**src/rtl/imem_boot_loader.sv**
```systemverilog
// Boot loader: streams a length-prefixed, big-endian program image from a valid/ready byte source into instruction memory.
// Optional trailing XOR checksum byte is enabled with the CHECKSUM_EN macro.
module imem_boot_loader #(
    parameter logic [31:0] BASE_ADDR = 32'h0000_0000,
    parameter int unsigned MAX_WORDS = 256
) (
    input  logic        clk,
    input  logic        reset,
    input  logic        rx_valid,
    input  logic [7:0]  rx_data,
    output logic        rx_ready,
    output logic        mem_we,
    output logic [31:0] mem_addr,
    output logic [31:0] mem_wdata,
    output logic        cpu_reset,
    output logic        done,
    output logic        err
);

    typedef enum logic [2:0] {
        HDR_HI,
        HDR_LO,
        DATA,
`ifdef CHECKSUM_EN
        CSUM,
`endif
        DONE,
        ERR
    } state_t;

    state_t      state;
    logic [15:0] count;
    logic [15:0] widx;
    logic [1:0]  bidx;
    logic [23:0] word;
`ifdef CHECKSUM_EN
    logic [7:0]  csum;
`endif

    logic [15:0] hdr_n;
    logic        xfer;

    // The high header byte is parked in count[15:8] until the low byte arrives.
    assign hdr_n = {count[15:8], rx_data};
    assign xfer  = rx_valid && rx_ready;

    always_ff @(posedge clk) begin
        if (!reset) begin
            state     <= HDR_HI;
            count     <= '0;
            widx      <= '0;
            bidx      <= '0;
            word      <= '0;
`ifdef CHECKSUM_EN
            csum      <= '0;
`endif
            rx_ready  <= 1'b1;
            mem_we    <= 1'b0;
            mem_addr  <= BASE_ADDR;
            mem_wdata <= '0;
            cpu_reset <= 1'b0;
            done      <= 1'b0;
            err       <= 1'b0;
        end else begin
            mem_we    <= 1'b0;
            // Delayed copy of done so the final write lands before the first fetch.
            cpu_reset <= done;
            if (xfer) begin
                case (state)
                    HDR_HI: begin
                        count[15:8] <= rx_data;
                        state       <= HDR_LO;
                    end
                    HDR_LO: begin
                        count <= hdr_n;
                        if ({16'd0, hdr_n} > MAX_WORDS) begin
                            state    <= ERR;
                            err      <= 1'b1;
                            rx_ready <= 1'b0;
                        end else if (hdr_n == 16'd0) begin
`ifdef CHECKSUM_EN
                            state    <= CSUM;
`else
                            state    <= DONE;
                            done     <= 1'b1;
                            rx_ready <= 1'b0;
`endif
                        end else begin
                            state <= DATA;
                        end
                    end
                    DATA: begin
`ifdef CHECKSUM_EN
                        csum <= csum ^ rx_data;
`endif
                        word <= {word[15:0], rx_data};
                        bidx <= bidx + 2'd1;
                        if (bidx == 2'd3) begin
                            mem_we    <= 1'b1;
                            mem_addr  <= BASE_ADDR + {14'd0, widx, 2'b00};
                            mem_wdata <= {word, rx_data};
                            widx      <= widx + 16'd1;
                            if (widx == count - 16'd1) begin
`ifdef CHECKSUM_EN
                                state    <= CSUM;
`else
                                state    <= DONE;
                                done     <= 1'b1;
                                rx_ready <= 1'b0;
`endif
                            end
                        end
                    end
`ifdef CHECKSUM_EN
                    CSUM: begin
                        rx_ready <= 1'b0;
                        if (rx_data == csum) begin
                            state <= DONE;
                            done  <= 1'b1;
                        end else begin
                            state <= ERR;
                            err   <= 1'b1;
                        end
                    end
`endif
                    default: begin
                        state <= state;
                    end
                endcase
            end
        end
    end

endmodule

```
**config.mk**
```make
export PLATFORM = sky130hd
export DESIGN_NAME = imem_boot_loader
export DESIGN_NICKNAME = d
export VERILOG_FILES = /design/src/rtl/imem_boot_loader.sv
export SDC_FILE = /design/constraint.sdc
export NUM_CORES = 1
export LEC_CHECK = 0
export ABC_AREA = 1
export CAP_MARGIN = 5
export CORE_UTILIZATION = 58
export DETAILED_ROUTE_END_ITERATION = 16
export HOLD_SLACK_MARGIN = 0.1
export PLACE_DENSITY = 0.88
export SLEW_MARGIN = 20
export SYNTH_ARGS = -nofsm -noshare
export SYNTH_HDL_FRONTEND = slang
export SYNTH_SLANG_ARGS = --single-unit
```
**constraint.sdc**
```tcl
create_clock -name clk -period 3.2 [get_ports clk]
set_input_delay 0.64 -clock clk [delete_from_list [all_inputs] [get_ports clk]]
set_output_delay 0.64 -clock clk [all_outputs]
set_load 0.005 [all_outputs]
```
==> out/metrics.yaml <==
status: "completed"
gp_congestion: 0.869
cts_tree: "done"
grt_setup_unrepaired: "no"
ant_nets: 0
slowest_delay_ns: 0.48
critPathCaptureType: "flop"
final_nets: 744
antenna_found_initial: 0
grt_util_all_layers_pct: 29.5
finalSetupViolCount: 0
cp.arrival_ns: 2.46
hpwl_um: 8450
htreeDepth: 4
postCtsSetupRepairBufs: 0
swShare_pct: 35.9
fmax_mhz: 487
clkSinkCount: 114
root_buffer: "clkbuf_8"
synth-seq-cells: 114
vias: 4642
firstDrtPassIters: 5
critPathLaunchType: "input port"
clock_skew_ns: 0.00785
period_needed_ns: 2.05
avgSynthCellArea_sq_um: 7.45
cap_violations: 0
hold_buffers: 0
finalNonFillerCells: 847
numCtsBuffers: 17
synth_edf_count: 0
yosys_warnings: 0
synth_top_area_share_pct: 45.7
synthMuxAreaShare_pct: 0
finalCritPeriodShare_pct: 64.2
rows: 33
maxSlewViolCount: 0
ys_types: 34
start_util_pct: 60.5
pre_cts_slack_ns: 0.675
rr_worst_depth: 14
area_growth_pct: 23.5
drive_gt1_share_pct: 10.6
antenna_cells: 0
synth-main-ff-cell: "dfxtp_1"
p_leak_nw: 2.49
worst_pin_slew_ns: 0.846
cp_cell_sequence: "clkdlybuf4s50_1, nand2_1, inv_1, nand2_1, nor2_4, inv_2, nor2_2, nand3_1, nor2_1, inv_1, o21ai_0, a21oi_1"
setup_tns_ns: 0
clkPwrFrac_pct: 35.6
first_iter_violations: 315
wl_per_cell_um: 14.7
final-hold-violation-count: 0
async_reset_ff_share_pct: 0
required_ns: 3.61
synth_top_family_by_area: "simple AND/OR/NAND/NOR gates"
p_seq_share_pct: 35.3
critPathMaxFanout: 5
worst-path-stages: 12
syn_inst: 671
relSlewSlack_pct: 43.6
synth-simple-area-share_pct: 21.0
worst_slack_ns: 1.15
dieWidth_um: 94.8
gr-total-overflow: 0
yosysSeqAreaShare_pct: 45.7
portBuffers: 63
viasPerCell: 5.48
cts_resized: 0
clkLatencyLatePin_ns: 0.53
crit_buf_inv: 4
netlist_area_sq_um: 5000
synth_area_leaders: "dfxtp_1, o21ai_0, a21oi_1, inv_1, nand2_1"
crit_family: "buffers and inverters"
die_h_um: 94.8
internal-power_w: 0.00310
grt_max_degree: 102
synth_xor_area_share_pct: 1.75
wl_um: 12500
p_switching_w: 0.00174
hold_path_depth: 2
dpl_cell_area_sq_um: 5630
vdd_ir_drop_max_mv: 0.525
dieArea_sq_um: 8990
synth-compound-area-share_pct: 18.9
pin_count: 80
final_area_sq_um: 6170
dp.cells: 816
cts_buffer_depth: 2
synth_adder_area_share_pct: 0.751
yosysTopAreaCell: "dfxtp_1"
cpMaxStageDelayCell: "clkdlybuf4s50_1"
grt_pass1_vias: 4327
comb_power_share_pct: 29.1
clkSlewWorstSetupHoldPaths_ns: 0.05
critPathKind: "in2reg"
hold_path.class: "reg2reg"
grt_pass1_wl_um: 20200
drc_errors: 0
coreArea_sq_um: 8260
powerDensity_nw_per_um2: 784
## worst min-delay path, cell delays in order, from the launching register on
cell	delay [ns]
dfxtp_1	0.31
nand2_1	0.07
inv_1	0.04
## metrics by stage
step	power, W	util, %	hold slack (ns)
3_5_place_dp	0.00309	68.2	0.449
5_1_grt	0.00510	74.7	0.487
3_3_place_gp	0.00304	68.2	0.439
2_1_floorplan	0.00279	-	0.430
6_report	0.00484	74.7	0.456
4_1_cts	0.00482	74.7	0.459
## power by group through the flow
| stage | Sequential (W) | Clock [W] | Combinational (W) |
|---|---|---|---|
| finish | 0.00171 | 0.00172 | 0.00141 |
| global route | 0.00173 | 0.00179 | 0.00158 |
| CTS | 0.00170 | 0.00172 | 0.00139 |
| detailed placement | 0.00173 | 0 | 0.00136 |
| global placement | 0.00172 | 0 | 0.00131 |
| floorplan | 0.00169 | 0 | 0.00110 |
## synthesized netlist by cell type (2+ instances only)
library cell / n
dfxtp_1: 114
o21ai_0: 94
inv_1: 89
nand2_1: 86
a21oi_1: 78
nor2_1: 43
nand3_1: 38
clkbuf_1: 25
buf_4: 16
nor2_2: 12
nand4_1: 8
o21ai_1: 8
inv_2: 7
nand2_2: 7
xor2_1: 7
nor3_1: 6
nand3_2: 4
nor2_4: 4
ha_1: 3
xnor2_1: 3
buf_1: 2
buf_2: 2
nand3b_1: 2
nor3_2: 2
nor4_1: 2
## cell type report
class	instances	area [sq um]
clock buffers	18	428
repair buffers	70	678
fillers	624	2090
multi-input cells	431	2180
clock inverters	13	113
inverters	96	360
flip-flops and latches	114	2280
well taps	105	131
## sequential cells by signal, indices dropped and copies added, names as in the netlist, 2 cells and up
register and cells:
bidx 2, widx 16, state 3, count 16, word 24, mem_wdata 32
mem_addr 16
## layer usage
layer	vias up	track usage [%]	wire length, um
met5	-	0	0
met4	0	14.3	367
met3	36	7.17	786
met2	190	49.6	6020
met1	2150	35.0	5280
li1	2266	-	-
## layout by cell type, fill, tap and decap left out, types with 4 or more instances in the layout
master           count
o21ai_1              8
nor3_1               6
a21oi_1             78
clkinv_2             4
nand3_1             38
inv_2                7
nand4_1              8
nand2_2              7
clkdlybuf4s50_1     62
nor2_1              43
o21ai_0             94
conb_1              16
nand2_1             86
buf_4                7
clkinvlp_4           6
clkbuf_16           16
nand3_2              4
xor2_1               7
inv_1               89
dfxtp_1            114
nor2_2              12
nor2_4               4
## worst paths after layout
path / start / end / slack, ns
setup / recovery: rx_valid / widx[10] / 1.15
hold reg to reg: done / cpu_reset / 0.46
hold / removal: done / cpu_reset / 0.46
setup reg to reg: count[0] / state[0] / 1.21
## cells by family after synthesis
kind of cell	count (synthesis)
flip-flops	114
AO/OA/AOI/OAI	184
buffers and inverters	141
AND/OR/NAND/NOR	218
other	1
adder cells (fa/ha/maj)	3
XOR/XNOR	10
Note: power is estimated with default switching activity, not from simulation.
